==> config.mk <==
export PLATFORM = sky130hd
export DESIGN_NAME = apple_controller_flat
export DESIGN_NICKNAME = d
export VERILOG_FILES = /design/src/rtl/apple_controller_pkg.sv /design/src/rtl/apple_controller_if.sv /design/src/rtl/apple_controller_lfsr16.sv /design/src/rtl/apple_controller.sv /design/src/flat_wrapper.sv
export SDC_FILE = /design/constraint.sdc
export NUM_CORES = 1
export LEC_CHECK = 0
export ABC_AREA = 1
export CORE_ASPECT_RATIO = 0.7
export CORE_MARGIN = 2
export CORE_UTILIZATION = 59
export DETAILED_ROUTE_END_ITERATION = 12
export HOLD_SLACK_MARGIN = 0.05
export PLACE_DENSITY = 0.9
export SLEW_MARGIN = 25
export SYNTH_ARGS = -nofsm -noshare
export SYNTH_HDL_FRONTEND = slang
export SYNTH_SLANG_ARGS = --single-unit
==> constraint.sdc <==
create_clock -name clk -period 6.5 [get_ports clk]
set_input_delay 1.3 -clock clk [delete_from_list [all_inputs] [get_ports clk]]
set_output_delay 1.3 -clock clk [all_outputs]
set_load 0.005 [all_outputs]
==> src/rtl/apple_controller_pkg.sv <==
// Shared types and defaults for the apple sequencer: FSM encoding, geometry, LFSR seed.
// Pure declarations; no latency or backpressure of its own.
package apple_controller_pkg;

    localparam int          DEF_BIT       = 10;
    localparam int          DEF_SIZE      = 10;
    localparam int          DEF_COLS      = 64;
    localparam int          DEF_ROWS      = 48;
    localparam int          DEF_MAX_TRIES = 8;
    localparam logic [15:0] DEF_SEED      = 16'hACE1;

    typedef enum logic [1:0] {
        IDLE   = 2'd0,
        SEARCH = 2'd1,
        COMMIT = 2'd2,
        ACTIVE = 2'd3
    } state_t;

    function automatic logic [7:0] sat_inc8(input logic [7:0] v);
        return (v == 8'hFF) ? v : v + 8'd1;
    endfunction

endpackage

==> src/rtl/apple_controller_if.sv <==
// Game-side bundle for the apple sequencer: control pulses and head position in, sprite state out.
// Wires only; the slave side registers every output it drives.
interface apple_controller_if #(
    parameter int BIT = 10
);
    logic           game_start;
    logic           game_over;
    logic           frame_tick;
    logic [BIT-1:0] head_x;
    logic [BIT-1:0] head_y;
    logic [BIT-1:0] apple_x;
    logic [BIT-1:0] apple_y;
    logic           apple_valid;
    logic           eaten;
    logic [7:0]     score;

    modport master (
        output game_start, game_over, frame_tick, head_x, head_y,
        input  apple_x, apple_y, apple_valid, eaten, score
    );

    modport slave (
        input  game_start, game_over, frame_tick, head_x, head_y,
        output apple_x, apple_y, apple_valid, eaten, score
    );
endinterface

==> src/rtl/apple_controller_lfsr16.sv <==
// Free-running 16-bit Fibonacci LFSR, x^16+x^14+x^13+x^11+1, advancing every clock.
// Latency: q is the registered state; no backpressure, never stalls.
module lfsr16 #(
    parameter logic [15:0] SEED = 16'hACE1
) (
    input  logic        clk,
    input  logic        rst_n,
    output logic [15:0] q
);

    logic [15:0] state_q;
    logic [15:0] state_d;

    always_comb begin
        state_d = {state_q[14:0], state_q[15] ^ state_q[13] ^ state_q[12] ^ state_q[10]};
    end

    always_ff @(posedge clk or negedge rst_n) begin
        if (!rst_n) state_q <= SEED;
        else        state_q <= state_d;
    end

    assign q = state_q;

endmodule

==> src/rtl/apple_controller.sv <==
// Apple sprite sequencer: random cell search, frame-aligned commit, hit detection, scoring.
// Latency: eaten one clk after the hit frame_tick; no backpressure, frame_tick paces all updates.
module apple_controller
    import apple_controller_pkg::*;
#(
    parameter int          BIT       = DEF_BIT,
    parameter int          SIZE      = DEF_SIZE,
    parameter int          COLS      = DEF_COLS,
    parameter int          ROWS      = DEF_ROWS,
    parameter int          MAX_TRIES = DEF_MAX_TRIES,
    parameter logic [15:0] SEED      = DEF_SEED
) (
    input  logic               clk,
    input  logic               rst_n,
    apple_controller_if.slave  bus
);

    localparam int TRY_W = (MAX_TRIES > 1) ? $clog2(MAX_TRIES) : 1;

    logic [15:0]    lfsr_q;
    logic [3:0]     lfsr_unused;

    state_t         state_q,       state_d;
    logic [TRY_W-1:0] try_cnt_q,   try_cnt_d;
    logic [BIT-1:0] cand_x_q,      cand_x_d;
    logic [BIT-1:0] cand_y_q,      cand_y_d;
    logic [BIT-1:0] apple_x_q,     apple_x_d;
    logic [BIT-1:0] apple_y_q,     apple_y_d;
    logic           apple_valid_q, apple_valid_d;
    logic           eaten_q,       eaten_d;
    logic [7:0]     score_q,       score_d;

    logic [BIT-1:0] cand_px;
    logic [BIT-1:0] cand_py;
    logic           cand_ok;
    logic           hit;

    lfsr16 #(.SEED(SEED)) u_lfsr (
        .clk   (clk),
        .rst_n (rst_n),
        .q     (lfsr_q)
    );

    assign lfsr_unused = lfsr_q[15:12];

    // Constant multiply by SIZE reduces to shift/add logic.
    always_comb begin
        cand_px = BIT'((32'(lfsr_q[5:0]) % 32'(COLS)) * 32'(SIZE));
        cand_py = BIT'(32'(lfsr_q[11:6]) * 32'(SIZE));
        cand_ok = (32'(lfsr_q[11:6]) < 32'(ROWS)) &&
                  !((cand_px == bus.head_x) && (cand_py == bus.head_y));
        hit     = (bus.head_x == apple_x_q) && (bus.head_y == apple_y_q);
    end

    always_comb begin
        state_d       = state_q;
        try_cnt_d     = try_cnt_q;
        cand_x_d      = cand_x_q;
        cand_y_d      = cand_y_q;
        apple_x_d     = apple_x_q;
        apple_y_d     = apple_y_q;
        apple_valid_d = apple_valid_q;
        eaten_d       = 1'b0;
        score_d       = score_q;

        if (bus.game_start) begin
            score_d       = 8'd0;
            apple_valid_d = 1'b0;
            try_cnt_d     = '0;
            state_d       = SEARCH;
        end else if (!bus.game_over) begin
            case (state_q)
                IDLE: ;
                SEARCH: begin
                    if (cand_ok) begin
                        cand_x_d  = cand_px;
                        cand_y_d  = cand_py;
                        try_cnt_d = '0;
                        state_d   = COMMIT;
                    end else if (try_cnt_q == TRY_W'(MAX_TRIES - 1)) begin
                        // Fallback cell is taken even when the head sits on it.
                        cand_x_d  = '0;
                        cand_y_d  = '0;
                        try_cnt_d = '0;
                        state_d   = COMMIT;
                    end else begin
                        try_cnt_d = try_cnt_q + TRY_W'(1);
                    end
                end
                COMMIT: begin
                    if (bus.frame_tick) begin
                        apple_x_d     = cand_x_q;
                        apple_y_d     = cand_y_q;
                        apple_valid_d = 1'b1;
                        state_d       = ACTIVE;
                    end
                end
                ACTIVE: begin
                    if (bus.frame_tick && hit) begin
                        eaten_d       = 1'b1;
                        score_d       = sat_inc8(score_q);
                        apple_valid_d = 1'b0;
                        state_d       = SEARCH;
                    end
                end
                default: state_d = IDLE;
            endcase
        end
    end

    always_ff @(posedge clk or negedge rst_n) begin
        if (!rst_n) begin
            state_q       <= IDLE;
            try_cnt_q     <= '0;
            cand_x_q      <= '0;
            cand_y_q      <= '0;
            apple_x_q     <= '0;
            apple_y_q     <= '0;
            apple_valid_q <= 1'b0;
            eaten_q       <= 1'b0;
            score_q       <= 8'd0;
        end else begin
            state_q       <= state_d;
            try_cnt_q     <= try_cnt_d;
            cand_x_q      <= cand_x_d;
            cand_y_q      <= cand_y_d;
            apple_x_q     <= apple_x_d;
            apple_y_q     <= apple_y_d;
            apple_valid_q <= apple_valid_d;
            eaten_q       <= eaten_d;
            score_q       <= score_d;
        end
    end

    assign bus.apple_x     = apple_x_q;
    assign bus.apple_y     = apple_y_q;
    assign bus.apple_valid = apple_valid_q;
    assign bus.eaten       = eaten_q;
    assign bus.score       = score_q;

endmodule

==> src/flat_wrapper.sv <==
// flat-port wrapper written by rule: the top's interface ports become plain ports
module apple_controller_flat import apple_controller_pkg::*;
#(
    parameter int          BIT       = DEF_BIT,
    parameter int          SIZE      = DEF_SIZE,
    parameter int          COLS      = DEF_COLS,
    parameter int          ROWS      = DEF_ROWS,
    parameter int          MAX_TRIES = DEF_MAX_TRIES,
    parameter logic [15:0] SEED      = DEF_SEED
)
  (clk, rst_n, bus_game_start, bus_game_over, bus_frame_tick, bus_head_x, bus_head_y, bus_apple_x, bus_apple_y, bus_apple_valid, bus_eaten, bus_score);
  apple_controller_if #(.BIT(BIT)) bus_i ();
  input  logic clk;
  input  logic rst_n;
  input wire logic [$bits(bus_i.game_start)-1:0] bus_game_start;
  input wire logic [$bits(bus_i.game_over)-1:0] bus_game_over;
  input wire logic [$bits(bus_i.frame_tick)-1:0] bus_frame_tick;
  input wire logic [$bits(bus_i.head_x)-1:0] bus_head_x;
  input wire logic [$bits(bus_i.head_y)-1:0] bus_head_y;
  output wire logic [$bits(bus_i.apple_x)-1:0] bus_apple_x;
  output wire logic [$bits(bus_i.apple_y)-1:0] bus_apple_y;
  output wire logic [$bits(bus_i.apple_valid)-1:0] bus_apple_valid;
  output wire logic [$bits(bus_i.eaten)-1:0] bus_eaten;
  output wire logic [$bits(bus_i.score)-1:0] bus_score;
  assign bus_i.game_start = bus_game_start;
  assign bus_i.game_over = bus_game_over;
  assign bus_i.frame_tick = bus_frame_tick;
  assign bus_i.head_x = bus_head_x;
  assign bus_i.head_y = bus_head_y;
  assign bus_apple_x = bus_i.apple_x;
  assign bus_apple_y = bus_i.apple_y;
  assign bus_apple_valid = bus_i.apple_valid;
  assign bus_eaten = bus_i.eaten;
  assign bus_score = bus_i.score;
  apple_controller #(.BIT(BIT), .SIZE(SIZE), .COLS(COLS), .ROWS(ROWS), .MAX_TRIES(MAX_TRIES), .SEED(SEED)) u_core (.clk(clk), .rst_n(rst_n), .bus(bus_i));
endmodule
Yosys cells after proc, flatten, opt, wreduce, memory -nomap -nowiden
Cells that the tools add are included.

Magnitude comparators: 1. Equal/unequal tests: 14. Bitwise logic cells: 5. Muxes and demuxes: 29. Reduce and logical (&&, ||, !) cells: 17. $add $sub $neg: 2. Multipliers: 2.

Operator list (count): $eq A10 B10 Y1 (4); $mux W8 (5); $mux W10 (3); $mul A6 B3 Y9 const B (2); $reduce_and A4 Y1 (4); $mux W3 (5); $mux W2 (6); $add A8 B1 Y8 const B (1); $eq A8 B8 Y1 const B (1); $mux W1 (8); $reduce_bool A2 Y1 (4); $lt A6 B6 Y1 const B (1); $pmux W2 S3 (1); $reduce_and A5 Y1 (1); $eq A2 B2 Y1 const B (2); $logic_and A1 B1 Y1 (4); $ne A2 B2 Y1 const B (2); $ne A4 B2 Y1 const B (1); $reduce_bool A4 Y1 (1); $add A3 B1 Y3 const B (1); $eq A3 B3 Y1 const B (1); $ne A3 B2 Y1 const B (1); $ne A3 B3 Y1 const B (1); $reduce_bool A3 Y1 (1); other kinds (6) (9).

Output and inout bits: 30. Input bits: 25. Word-level logic and storage cells: 80. Bits in registers: 71.

Longest topological paths before layout
Gate-level depths: netlist (run 1).

Depth in word-level cells: 9. Gate-level depth with buffers: 19. Depth with buffers taken out: 19.

By module
From an unflattened synthesis (run 1), not the netlist that was laid out.

Cell total of the unflattened synthesis: 506. Area, all modules: 4040.1 um^2.

Modules (own cells, without submodules): apple_controller (instances 1, seq. area each 1276.2 um^2, cells an instance 458, area an instance 3445.8 um^2); lfsr16 (instances 1, seq. area each 410.4 um^2, cells an instance 48, area an instance 594.3 um^2).

Worst setup path after synthesis (run 1)
No wires, ideal clock.

Path kind: register to register. From: register u_core.u_lfsr.state_q[7], in the netlist u_core.u_lfsr.q[7]. To: register u_core.cand_y_q[8]. Stages on the path, launching flop included: 15. Data required time: 6373 ps. Buffers on the path: 1. Library setup time: 127 ps. Slack: 3918 ps. Clock period less this slack: 2582 ps. Arrival time: 2455 ps. Path through: dfstp_2 -> ha_1 -> ha_1 -> fa_1 -> nand3_1 -> nand2_1 -> xor2_2 -> nand2_1 -> nand2_1 -> nor2_1 -> nand3_2 -> nand2_4 -> a21oi_4 -> buf_6 -> o22ai_2.

Word-level cells in the longest chain between the ends: 7. Elaborated cells on any way between the ends: 9. Those cells by class: mul (1); order compare (1); eq/ne (1); mux (1); reduce/logical (5).

Ends and longest elaborated chain: from (decl) (RTL line apple_controller_lfsr16.sv:11) `logic [15:0] state_q;`; from (signal assigned) (RTL line apple_controller_lfsr16.sv:20) `else state_q <= state_d;`; $mul A6 B3 Y9 (RTL line apple_controller.sv:49) `cand_py = BIT'(32'(lfsr_q[11:6]) * 32'(SIZE));`; $eq A10 B10 Y1 (RTL line apple_controller.sv:51) `!((cand_px == bus.head_x) && (cand_py == bus.head_y));`; $logic_and A1 B1 Y1 (RTL line apple_controller.sv:51); $logic_not A1 Y1 (RTL line apple_controller.sv:51); $logic_and A1 B1 Y1 (RTL line apple_controller.sv:50) `cand_ok = (32'(lfsr_q[11:6]) < 32'(ROWS)) &&`; $reduce_bool A2 Y1 (no source line); $reduce_and A4 Y1 (no source line); to (signal assigned) (RTL line apple_controller.sv:126) `cand_y_q <= cand_y_d;`; to (decl) (RTL line apple_controller.sv:26) `logic [BIT-1:0] cand_y_q, cand_y_d;`.

Parallel ways exist; a longest one is shown, timed or not. A chain may end at the register's enable or synchronous reset.

Worst setup path after layout (run 1)
From: input bus_head_x[4]. To: register u_core.score_q[4], in the netlist u_core.bus.score[4].

Word-level cells in the longest chain between the ends: 5.

Ends and longest elaborated chain: from (decl) (RTL line flat_wrapper.sv:18) `input wire logic [$bits(bus_i.head_x)-1:0] bus_head_x;`; $eq A10 B10 Y1 (RTL line apple_controller.sv:52) `hit = (bus.head_x == apple_x_q) && (bus.head_y == apple_y_q);`; $logic_and A1 B1 Y1 (RTL line apple_controller.sv:52); $logic_and A1 B1 Y1 (RTL line apple_controller.sv:99) `if (bus.frame_tick && hit) begin`; $reduce_bool A2 Y1 (no source line); $reduce_and A4 Y1 (no source line); to (signal assigned) (RTL line apple_controller.sv:131) `score_q <= score_d;`; to (decl) (RTL line apple_controller.sv:31) `logic [7:0] score_q, score_d;`.

Every way passes these cells.

==> run summary, run 1 <==
For the met1 layer usage reported by global route, the log shows 40.91%. Of the available clock period, the critical path in the final layout requires 50.32%. Number of placed I/O pins: 55. The initial antenna violation count is 0. The tools report the post-detailed-placement half-perimeter wirelength as 7024 µm. The worst-case IR drop observed on VDD is 0.1932 mV. The floorplan step defined a die boundary enclosing 6959 µm². The critical path contains buffers and inverters numbering 3 combined.

After detailed routing, the average wire length per cell comes to 16.74 µm. The tools report the maximum number of pins on one net before global-route repair as 68. For the final hold violation count, the log shows 0. Setup TNS: 0 ps. Clock tree synthesis selected as its root buffer the cell clkbuf_8. Summed over its instances, the top area cell type makes up 39.73% of the synthesized netlist area. Counting every sink on the clock net gives 67. In this run the core area contains 24 standard-cell rows. For the normalized max-slew margin, the log shows 43.70%.

The run gives 8.208% as the met3 layer usage reported by global route. Startpoint type of the worst setup path: an input port. For the standard cell core area, the log shows 6156 µm².

The layer flagged by global routing as most heavily used is met2. Summed over all cells, the static leakage comes to 2.163 nW. The proportion of synthesized chip area in sequential cells was 45.39%; the post-CTS resize count was 0. The run gives 0 as the hold buffer count at cts. On the critical path the largest part of the delay comes from simple AND/OR/NAND/NOR gates. For met2 alone, demand over resource in global routing was 45.42%.

CTS built an H-tree with a depth of 3. Global-route usage over all layers: 29.65%. The weighted congestion reported at the end of routability-driven placement was 0.9381. The tools report the DRC violation total after the first TritonRoute iteration as 259.

Setup repair after global routing left no endpoint under its margin. The net count of the finished layout is 533. The via count of the first global-routing pass was 3251. The number of pins with negative max-slew slack in the final report is 0.

The flow ran to the end, and the final reports show no timing, DRC or antenna violations. The die span in y is 70.40 µm, and the first-pass GRT wire length is 15950 µm. For this run, the top clock speed supported by timing is 0.3057 GHz. The CTS buffer count was 9; the total grt overflow was 0. The routed design has 9541 µm of wire. The synthesized area divided by synthesized cell count was 8.662 µm²; the initial core utilization was 60.37%. The clock slew at the register clock pins of the worst setup and hold paths was 80 ps; the synthesized area was 3716 µm². In this run the cell area measured after placement is 4303 µm². For this design, the slowest cell found on the critical path is clkdlybuf4s50_1. The number of maximum-capacitance constraint violations was 0; the number of port buffers was 52.

Number of iterations in the first detailed-routing pass: 5. The arrival time at the worst endpoint is 3520 ps. Synthesis produced 429 cells. The measured slew at the worst slew-check pin was 844.5 ps. The tools report the endpoint type of the worst setup path as a flip-flop.

The number of vias in the routed layout is 3242, and the deepest clock path buffer count is 2. The power density normalized to cell area is 276.3 nW/µm². The required time of the critical path is 6750 ps.

The detail route stage leaves a number of antenna-violating nets equal to 0. 0 antenna diodes ended up in the layout. The number of register bits inferred by synthesis was 67. The final setup violation count is 0.

The largest fanout on the critical path was 10; the total power after layout was 1.252 mW. The number of remaining DRC errors came out at 0. The post-route netlist has 11.18% of its cells at a drive strength greater than 1.

The setup fix buffers added after clock tree synthesis is 0. Tightest hold margin: 364.1 ps. Post-route standard cell area excluding fillers: 4529 µm². In the routed layout, each cell is associated on average with a via count of 5.688. At the later pin of the worst-skew pair, clock insertion delay measures 360 ps. The smallest clock period supported by the final layout is computed as 3271 ps. The path class of the tightest hold or removal check is flip-flop to flip-flop. The signal on the critical path passes through clkdlybuf4s50_1 -> inv_1 -> a21oi_1 -> nand3_1 -> nor3_1 -> nand4_1 -> nor2_2 -> inv_2 -> o31ai_1.

For the total number of yosys warnings, the log shows 0. The count of distinct cell types in the synthesized netlist came out at 38. The worst clock skew was 9.210 ps. Longest individual stage delay on the worst path: 590 ps. The largest area contributor in the synthesized netlist is dfrtp_1. Ranked by total cell area, the synthesized netlist is headed by dfrtp_1 (40%), nand2_1 (10%), ha_1 (6.4%).

TritonCTS built the clock tree. The layout overhead on the synthesized area is 21.89%, and the die outline width is 98.86 µm. The critical path in this run is classified as input port to flip-flop.
worst reg2reg max path: cells and delay by family, from the launching register on:
family | cells | cell delay [ps]
buffers and inverters | 2 | 110
AOI/OAI and AO/OA | 2 | 740
DFF | 1 | 570
adders and majority gates | 3 | 930
and+or+nand+nor | 10 | 670
routing by layer:
metal  share of wire [%]  wire length [µm]  vias up
met1                  43              4073     1527
met2                  47              4478      176
met3                 8.7               833       24
li1                    -                 -     1515
met4                 1.6               154        0
met5                   0                 0        -
metrics by stage:
step                      utilization [%]  worst slack (ps)  instances
after floorplan                         -              3918        430
after global placement              69.90              3140        554
after detailed placement            69.90              3035        554
after CTS                           73.58              3285        570
after global routing                73.58              3054        570
final                               73.58              3229        570
final timing paths:
kind / start / end / slack, ps / cells past startpoint
max: bus_head_x[4] / u_core.bus.score[4]$_DFFE_PN0P_ / 3230 / 9
min in group asynchronous: rst_n / u_core.u_lfsr.q[14]$_DFF_PN0_ / 1110 / 2
max in group asynchronous: rst_n / u_core.bus.apple_y[6]$_DFFE_PN0P_ / 4810 / 2
max reg2reg: u_core.u_lfsr.q[7]$_DFF_PN1_ / u_core.cand_y_q[3]$_DFFE_PN0P_ / 3340 / 17
min: u_core.u_lfsr.q[14]$_DFF_PN0_ / u_core.u_lfsr.q[15]$_DFF_PN1_ / 360 / 0
min reg2reg: u_core.u_lfsr.q[14]$_DFF_PN0_ / u_core.u_lfsr.q[15]$_DFF_PN1_ / 360 / 0
sequential cells by signal, summed over array words and instances (netlist names):
| signal | flops |
|---|---|
| u_core.u_lfsr.q | 16 |
| u_core.bus.apple_x | 9 |
| u_core.bus.apple_y | 9 |
| u_core.cand_x_q | 9 |
| u_core.cand_y_q | 9 |
| u_core.bus.score | 8 |
| u_core.try_cnt_q | 3 |
| u_core.state_q | 2 |
| u_core.bus.apple_valid | 1 |
| u_core.bus.eaten | 1 |
power by group:
group / internal (mW) / total, mW / leakage (nW) / switching (mW)
sequential: 0.481 / 0.546 / 0.892 / 0.0652
clock: 0.226 / 0.391 / 0.108 / 0.165
combinational: 0.156 / 0.314 / 1.16 / 0.158
cells by family (layout without fill, tap and decap cells):
| group | Yosys count | after routing | synth area share [%] |
|---|---|---|---|
| other | 1 | 2 | 0.1009 |
| and+or+nand+nor | 175 | 175 | 21.21 |
| adders and majority gates | 21 | 21 | 7.475 |
| DFF | 67 | 67 | 45.39 |
| buffers and inverters | 73 | 135 | 7.845 |
| AOI/OAI and AO/OA | 71 | 71 | 12.63 |
| xor gates and xnor gates | 21 | 21 | 5.354 |
cells in the final DEF, fill, tap and decap left out, types with 2 or more instances in the layout:
cell,netlist,final
a21oi_1,11,11
buf_4,2,2
bufinv_16,0,2
clkbuf_8,0,10
clkdlybuf4s50_1,0,51
clkinvlp_4,0,2
conb_1,1,2
dfrtp_1,59,59
dfstp_2,8,8
fa_1,2,2
ha_1,19,19
inv_1,62,62
inv_2,2,2
nand2_1,99,99
nand2_2,3,3
nand3_1,25,25
nand3_2,4,4
nand3b_1,2,2
nand4_1,11,11
nor2_1,19,19
nor2_2,2,2
nor3_1,6,6
o21ai_0,36,36
o22ai_1,4,4
o22ai_2,9,9
o31ai_1,6,6
xnor2_1,10,10
xor2_1,9,9
xor2_2,2,2
cell usage after synthesis:
cell type,n
a21oi_1,11
clkbuf_1,4
inv_4,1
o211ai_1,1
inv_2,2
o21ai_2,1
nand3b_1,2
nand2_1,99
nand2_2,3
xnor2_1,10
nor3_1,6
nor2_4,1
nor2_2,2
ha_1,19
nor2_1,19
xor2_2,2
nand3_1,25
buf_1,1
o31ai_1,6
o21ai_0,36
nand3_2,4
buf_4,2
a21oi_4,1
nand4_1,11
inv_1,62
xor2_1,9
o22ai_2,9
or2_2,1
dfstp_2,8
or2_1,1
dfrtp_1,59
nand2_4,1
o22ai_1,4
conb_1,1
o2111ai_1,1
buf_6,1
fa_1,2
a32o_1,1
area by class of cell:
class                           count  area, µm²
Multi-Input combinational cell    290       1742
Clock buffer                       10      137.6
Fill cell                         439       1627
Tap cell                           78      97.59
Timing Repair Buffer               54      530.5
Clock inverter                      6      88.84
Inverter                           65      246.5
Sequential cell                    67       1687
Power figures use the tool's default switching activity.
==> inputs of run 2 (changes only) <==
--- a/config.mk
+++ b/config.mk
@@ -8,10 +8,10 @@
 export ABC_AREA = 1
 export CORE_ASPECT_RATIO = 0.7
 export CORE_MARGIN = 2
-export CORE_UTILIZATION = 59
+export CORE_UTILIZATION = 49
 export DETAILED_ROUTE_END_ITERATION = 12
 export HOLD_SLACK_MARGIN = 0.05
-export PLACE_DENSITY = 0.9
+export PLACE_DENSITY = 0.8
 export SLEW_MARGIN = 25
 export SYNTH_ARGS = -nofsm -noshare
 export SYNTH_HDL_FRONTEND = slang
==> constraint.sdc (replaced) <==
create_clock -name clk -period 3 [get_ports clk]
set_input_delay 0.6 -clock clk [delete_from_list [all_inputs] [get_ports clk]]
set_output_delay 0.6 -clock clk [all_outputs]
set_load 0.005 [all_outputs]
==> run summary, run 2 (same netlist as run 1, synthesis figures left out) <==
The number of antenna cells inserted is 0 (unchanged), and the per-cell routed wire length is 15.43 µm (-7.8%). Final setup violation count: 0 (unchanged). The total power after layout is 2.545 mW (+100%). The die outline width works out to 108.1 µm (+9.3%).

The worst setup path is of the flip-flop to flip-flop kind. The run gives 58.82% (+15 points) as the normalized max-slew margin. The power density normalized to cell area was 546.1 nW/µm² (+98%).

The number of remaining DRC errors is 0 (unchanged). The die span in y was 76.86 µm (+9.2%). The tools report the endpoint type of the worst setup path as a flip-flop. The largest fanout on the critical path works out to 10 (unchanged). For the via count of the first global-routing pass, the log shows 3094 (-4.8%).

The tools report the number of vias in the routed layout as 3219 (-0.71%). Number of flip-flops in the largest register: 16 (unchanged). The final-stage net count was 545 (+2.3%); the post-detailed-placement half-perimeter wirelength was 6895 µm (-1.8%). The leakage power is 2.194 nW (+1.5%).

The clock latency of the later-clocked register in the worst-skew pair is 340 ps (-20 ps). The achievable clock frequency was 0.3447 GHz; the required time of the critical path was 3230 ps (-3520 ps). Subtracting the final worst setup slack from the clock period gives 2901 ps. Startpoint type of the worst setup path: a flip-flop.

The count of placed standard cells in the final layout, fillers left out was 602 (+5.6%). The CTS H-tree depth is 3 (unchanged). The run gives 55 (unchanged) as the number of placed I/O pins.

The post-layout worst setup margin is 99.30 ps (-3130 ps). The number of clock sinks is 67 (unchanged), and the hold buffer count at cts is 0 (unchanged). The detail-routed via count per cell was 5.347 (-6.0%). The initial core utilization came out at 50.77% (-9.6 points).

Compared with the post-synthesis result, the final layout area differs by 25.42%. The measured slew at the worst slew-check pin came out at 617.6 ps (-226.9 ps). Most frequent standard cell in the layout excluding fill and tap cells: nand2_1.

The tools report the pre-CTS worst setup slack as -75.39 ps (-3111 ps). The flow ran to the end, and the final reports show no timing, DRC or antenna violations. The run gives 0 (unchanged) as the number of maximum-capacitance constraint violations.

The tools report the initial antenna violation count as 0 (unchanged). The arrival time at the worst endpoint was 3130 ps (-390 ps). The run gives 0 (unchanged) as the number of nets with antenna violations after detailed routing.

The run gives 206 (-20%) as the DRC violation total after the first TritonRoute iteration. In the layout the commonest cells are nand2_1 (99), inv_1 (62), dfrtp_1 (59). The worst clock skew is 7.025 ps (-2.184 ps), and the number of port buffers is 52 (unchanged). The placement row count was 26 (+8.3%); the global-route usage over all layers was 23.63% (-6.0 points). For the weighted congestion reported at the end of routability-driven placement, the log shows 0.9040 (-3.6%). The routed wire length came out at 9286 µm (-2.7%).

The tightest min-delay check is of the input port to async pin type. The maximum number of pins on one net before global-route repair is 38 (-44%), and the ratio of cells with drive above 1 in the final layout is 14.48% (+3.3 points). The deepest clock path buffer count was 2 (unchanged); the clock slew at the register clock pins of the worst setup and hold paths was 70 ps (about the same). The cell at the root of the clock tree is clkbuf_8. The number of iterations in the first detailed-routing pass is 4 (-1), and the part of the cycle the worst path needs is 96.69%. The tools report the maximum resistive drop on vdd as 0.3190 mV (+65%).

The tools report the number of pins with negative max-slew slack in the final report as 0 (unchanged). The total grt overflow was 0 (unchanged). TritonCTS built the clock tree. The depth of the worst register-to-register path works out to 15 (-2). The standard cell core area is 7320 µm² (+19%), and the CTS buffer count is 9 (unchanged). The placed cell count came out at 575 (+3.8%). The die outline area was 8307 µm² (+19%). The logs give 15180 µm (-4.8%) for the first-pass GRT wire length and 0 (unchanged) for the final hold violation count.
-- run 2: what timing repair did --
item,CTS,global route
resized for setup,0,17
cloned,0,1
pin swaps,1,10
buffers inserted,3,7
endpoints found under the setup margin,17,19
hold endpoints to repair,0,0
-- run 2: where the power goes --
part	switching, mW	leakage (nW)	total, mW	internal, mW
logic	0.341	1.22	0.700	0.359
clock network	0.348	0.0843	0.668	0.320
registers	0.135	0.892	1.18	1.04
-- run 2: critical path, cell delays in order (launching register included) --
cell and delay, ps:
dfstp_2 570, ha_4 210, ha_4 170, fa_2 610
xor2_2 100, nor2_1 120, nand2_1 60, nor2_1 100
nand3_1 100, nor2_2 160, nand3_2 100, nand2_4 130
nor2_4 60, buf_12 150, inv_6 80, o22ai_2 70
-- run 2: final timing paths --
| path | start | endpoint | slack (ps) |
|---|---|---|---|
| worst max-delay path | u_core.u_lfsr.q[7]$_DFF_PN1_ | u_core.cand_x_q[4]$_DFFE_PN0P_ | 100 |
| worst min register to register | u_core.u_lfsr.q[14]$_DFF_PN0_ | u_core.u_lfsr.q[15]$_DFF_PN1_ | 360 |
| worst min-delay path | rst_n | u_core.bus.score[4]$_DFFE_PN0P_ | 260 |
| worst max register to register | u_core.u_lfsr.q[7]$_DFF_PN1_ | u_core.cand_x_q[4]$_DFFE_PN0P_ | 100 |
| max in group asynchronous | rst_n | u_core.u_lfsr.q[6]$_DFF_PN1_ | 1940 |
| min in group clk | u_core.u_lfsr.q[14]$_DFF_PN0_ | u_core.u_lfsr.q[15]$_DFF_PN1_ | 360 |
-- run 2: per-layer routing --
layer / wire [µm] / track usage [%] / up-vias
met1: 4334 / 34.54 / 1555
met4: 97 / 6.538 / 0
met2: 4173 / 34.91 / 113
met3: 681 / 5.952 / 14
li1: - / - / 1537
met5: 0 / 0 / -
-- run 2: area by class of cell --
| cell class | instances | area, µm² |
|---|---|---|
| clock inverter | 6 | 41.29 |
| multi-input combinational | 290 | 1782 |
| timing repair buffer | 65 | 625.6 |
| fill | 616 | 2659 |
| inverter | 65 | 256.5 |
| clock buffer | 10 | 137.6 |
| tap | 98 | 122.6 |
| timing repair inverter | 1 | 8.758 |
| sequential | 67 | 1687 |
-- run 2: stage by stage --
stage	cell area (µm²)	utilization [%]	TNS, ps	hold slack, ps
4_1_cts	4537	61.98	0	281.5
2_1_floorplan	3720	-	0	304.4
3_3_place_gp	4335	59.23	0	341.8
3_5_place_dp	4335	59.23	-507.1	339.4
5_1_grt	4661	63.68	-404.2	309.2
6_report	4661	63.68	0	260.8
==> inputs of run 3 (changes only) <==
--- a/config.mk
+++ b/config.mk
@@ -5,9 +5,9 @@
 export SDC_FILE = /design/constraint.sdc
 export NUM_CORES = 1
 export LEC_CHECK = 0
-export ABC_AREA = 1
+export ABC_AREA = 0
 export CORE_ASPECT_RATIO = 0.7
-export CORE_MARGIN = 2
+export CORE_MARGIN = 8
 export CORE_UTILIZATION = 49
 export DETAILED_ROUTE_END_ITERATION = 12
 export HOLD_SLACK_MARGIN = 0.05
==> run summary, run 3 <==
The flow ran to the end, but the final reports show violations. The checks that failed: negative setup slack. The via count of the first global-routing pass was 2877 (-7.0%).

The maximum number of pins on one net before global-route repair is 36 (-5.3%), and the number of antenna cells inserted is 0 (unchanged). The largest area contributor in the synthesized netlist was dfrtp_1. The run gives 46.39% (+1.0 points) as the proportion of synthesized chip area in sequential cells. The die outline area is 10480 µm² (+26%). The gate count after technology mapping was 300 (-30%). The per-cell routed wire length was 19.06 µm (+24%); the synthesized area was 3636 µm² (-2.2%). The logs give 477 (-17%) for the placed cell count and 67 (unchanged) for the number of clock sinks. By startpoint and endpoint, the worst setup path is classified as flip-flop to flip-flop.

The power density normalized to cell area is 402.4 nW/µm² (-26%). Setup repair after global routing could not meet its margin everywhere. The synthesized-area fraction occupied by adder cells was 7.639% (+0.16 points); the part of the cycle the worst path needs was 106.5% (+9.9 points). For the placement row count, the log shows 26 (unchanged). Measured slew at the worst slew-check pin: 756.0 ps (+138.4 ps). The ratio of cells with drive above 1 in the final layout came out at 28.57% (+14 points). The run gives 0 (unchanged) as the final hold violation count. The number of placed I/O pins came out at 55 (unchanged). TritonCTS built the clock tree. The post-route standard cell area excluding fillers was 4910 µm² (+5.3%); the initial core utilization was 50.12% (-0.65 points).

The DRC violation total after the first TritonRoute iteration is 160 (-22%). The compound-cell area share of the yosys netlist was 10.12% (-2.5 points); the routed wire length was 9474 µm (+2.0%). The number of register bits inferred by synthesis came out at 67 (unchanged). The number of nets with antenna violations after detailed routing is 0 (unchanged), and the count of placed standard cells in the final layout, fillers left out is 497 (-17%). The final critical path time including I/O delays and setup is 3196 ps (+295.6 ps), and the total number of yosys warnings is 0 (unchanged). Largest fanout on the critical path: 17 (+7). The final setup violation count is 21 (+21), and the first-pass GRT wire length is 15130 µm (-0.32%). The die span in y works out to 88.07 µm (+15%). By area the synthesized netlist is led by dfrtp_1 (41%), xor2_1 (7.9%), ha_1 (6.5%).

The total power after layout was 1.975 mW (-22%); the CTS H-tree depth was 3 (unchanged). The run gives 7254 µm² (-0.89%) as the standard cell core area. The number of iterations in the first detailed-routing pass is 4 (unchanged). Largest family of logic cells by synthesized area: XOR/XNOR gates. The run gives 0 (unchanged) as the number of pins with negative max-slew slack in the final report. The xor and xnor fraction of the mapped netlist area works out to 14.28% (+8.9 points). The final-stage net count is 440 (-19%). Ranked by instance count, the synthesized netlist is headed by dfrtp_1 (59), xor2_1 (33), ha_1 (19). Basic-gate share of the synthesized area counting and, or, nand and nor cells: 12.84% (-8.4 points). The mux share of post-synthesis cell area is 6.125% (+6.1 points), and the area fraction of the dominant cell type after synthesis is 40.61% (+0.88 points). The tools report the global-route usage over all layers as 18.79% (-4.8 points). The share of async-settable or async-resettable flops after synthesis is 100.0% (unchanged), and the required time of the critical path is 3240 ps (about the same).

STA classifies the critical path endpoint as a flip-flop. The die outline width is 119.0 µm (+10%), and the normalized max-slew margin is 49.60% (-9.2 points). Setup TNS: -3243 ps (-3243 ps). The tightest min-delay check is of the input port to async pin type.

The CTS buffer count was 9 (unchanged); the number of maximum-capacitance constraint violations was 0 (unchanged). For the instance area after placement, the log shows 4582 µm² (+5.7%). The synthesized area divided by synthesized cell count is 12.12 µm² (+40%), and the hold buffer count at cts is 0 (unchanged). In the post-synthesis netlist, the cell with the most instances is dfrtp_1. The post-layout worst setup margin was -196.3 ps (-295.6 ps).

The most frequent standard cell in the layout excluding fill and tap cells was dfrtp_1. The tools report the startpoint type of the worst setup path as a flip-flop. The post-detailed-placement half-perimeter wirelength came out at 7134 µm (+3.5%).

The detail-routed via count per cell was 5.509 (+3.0%); the count of distinct cell types in the synthesized netlist was 51 (+34%). The most frequently used flop master after synthesis is dfrtp_1. The run gives 2.358 nW (+7.5%) as the leakage power.

The clock slew at the register clock pins of the worst setup and hold paths works out to 70 ps (about the same). Number of port buffers: 52 (unchanged). Number of remaining DRC errors: 0 (unchanged).

From synthesis to final layout, the design area changed by 35.03%. The total grt overflow was 0 (unchanged); the arrival time at the worst endpoint was 3430 ps (+300 ps). The run gives 0 (unchanged) as the initial antenna violation count. The number of synthesized flops with an enable pin was 0 (unchanged); the deepest clock path buffer count was 2 (unchanged).

Maximum resistive drop on vdd: 0.2574 mV (-19%). The run gives 2738 (-15%) as the number of vias in the routed layout. Number of flip-flops in the largest register: 16 (unchanged). Cell at the root of the clock tree: clkbuf_8. In the layout the commonest cells are dfrtp_1 (59), clkdlybuf4s50_1 (51), buf_4 (34). Weighted congestion reported at the end of routability-driven placement: 0.9089 (+0.54%). The run gives 5.088 ps (-1.937 ps) as the worst clock skew. The logs give 0.3129 GHz (-9.2%) for the achievable clock frequency and 350 ps (about the same) for the clock latency of the later-clocked register in the worst-skew pair.
[run 3: changes by cell type after synthesis, moves of 8 or more]
cell and change:
xor2_1 +24, inv_1 -57, o21ai_0 -36, o22ai_2 -9, a22o_2 +8, nand2_1 -88
mux2_2 +18, a22o_1 +11, nand3_1 -21
[run 3: final timing paths]
check	start	end	slack, ps	cells after the start
worst max-delay path	u_core.u_lfsr.q[7]$_DFF_PN1_	u_core.cand_x_q[2]$_DFFE_PN0P_	-200	11
worst min-delay path	rst_n	u_core.bus.apple_x[5]$_DFFE_PN0P_	310	1
worst max register to register	u_core.u_lfsr.q[7]$_DFF_PN1_	u_core.cand_x_q[2]$_DFFE_PN0P_	-200	11
worst min register to register	u_core.u_lfsr.q[14]$_DFF_PN0_	u_core.u_lfsr.q[15]$_DFF_PN1_	360	0
max in group asynchronous	rst_n	u_core.u_lfsr.q[13]$_DFF_PN1_	1970	2
min in group clk	u_core.u_lfsr.q[14]$_DFF_PN0_	u_core.u_lfsr.q[15]$_DFF_PN1_	360	0
[run 3: repair_timing]
item | in CTS | in global routing
resized for setup | 8 | 5
pin swaps | 6 | 7
setup buffers | 1 | 4
endpoints found under the setup margin | 23 | 23
[run 3: layout make-up]
class	instances	area [µm²]
clock buffer	13	168.9
multi-input combinational	220	1982
timing repair buffer	91	862.1
tap	98	122.6
sequential	67	1687
fill	556	2345
clock inverter	3	68.82
inverter	5	18.77
[run 3: stage by stage]
stage,worst slack [ps],hold WS [ps],util [%]
5_1_grt,-278.8,371.6,67.68
2_1_floorplan,-0.4436,304.4,-
3_3_place_gp,-156.2,338.0,63.16
4_1_cts,-139.0,334.7,67.04
6_report,-196.3,313.3,67.68
3_5_place_dp,-229.0,340.7,63.16
[run 3: worst max-delay path, cell delays in order, from the launching register on]
cell      delay, ps
dfstp_2         550
ha_4            200
ha_4            160
fa_2            550
xor2_2           70
or4_4           510
nor4_4          240
a41o_2          270
buf_12          110
a21boi_4         50
buf_12          150
a22o_2          210
[run 3: power by group]
part / leakage [nW] / switching (mW) / total (mW) / internal, mW
Sequential: 0.902 / 0.00510 / 0.912 / 0.907
Clock: 0.120 / 0.349 / 0.887 / 0.538
Combinational: 1.34 / 0.0931 / 0.177 / 0.0835
Total: 2.36 / 0.447 / 1.98 / 1.53
[run 3: kinds of logic after synthesis]
family,after synthesis
AOI/OAI and AO/OA,44
xor gates and xnor gates,53
adders and majority gates,21
buffers and inverters,14
DFF,67
muxes,20
other,1
and+or+nand+nor,80
[run 3: layer usage]
metal	wire length, µm	GRT usage, %	up-vias	share of wire (%)
met5	0	0	-	0
met4	95	6.629	0	1.0
met3	641	6.053	10	6.8
met2	4224	28.99	74	45
met1	4513	24.44	1376	48
li1	-	-	1278	-
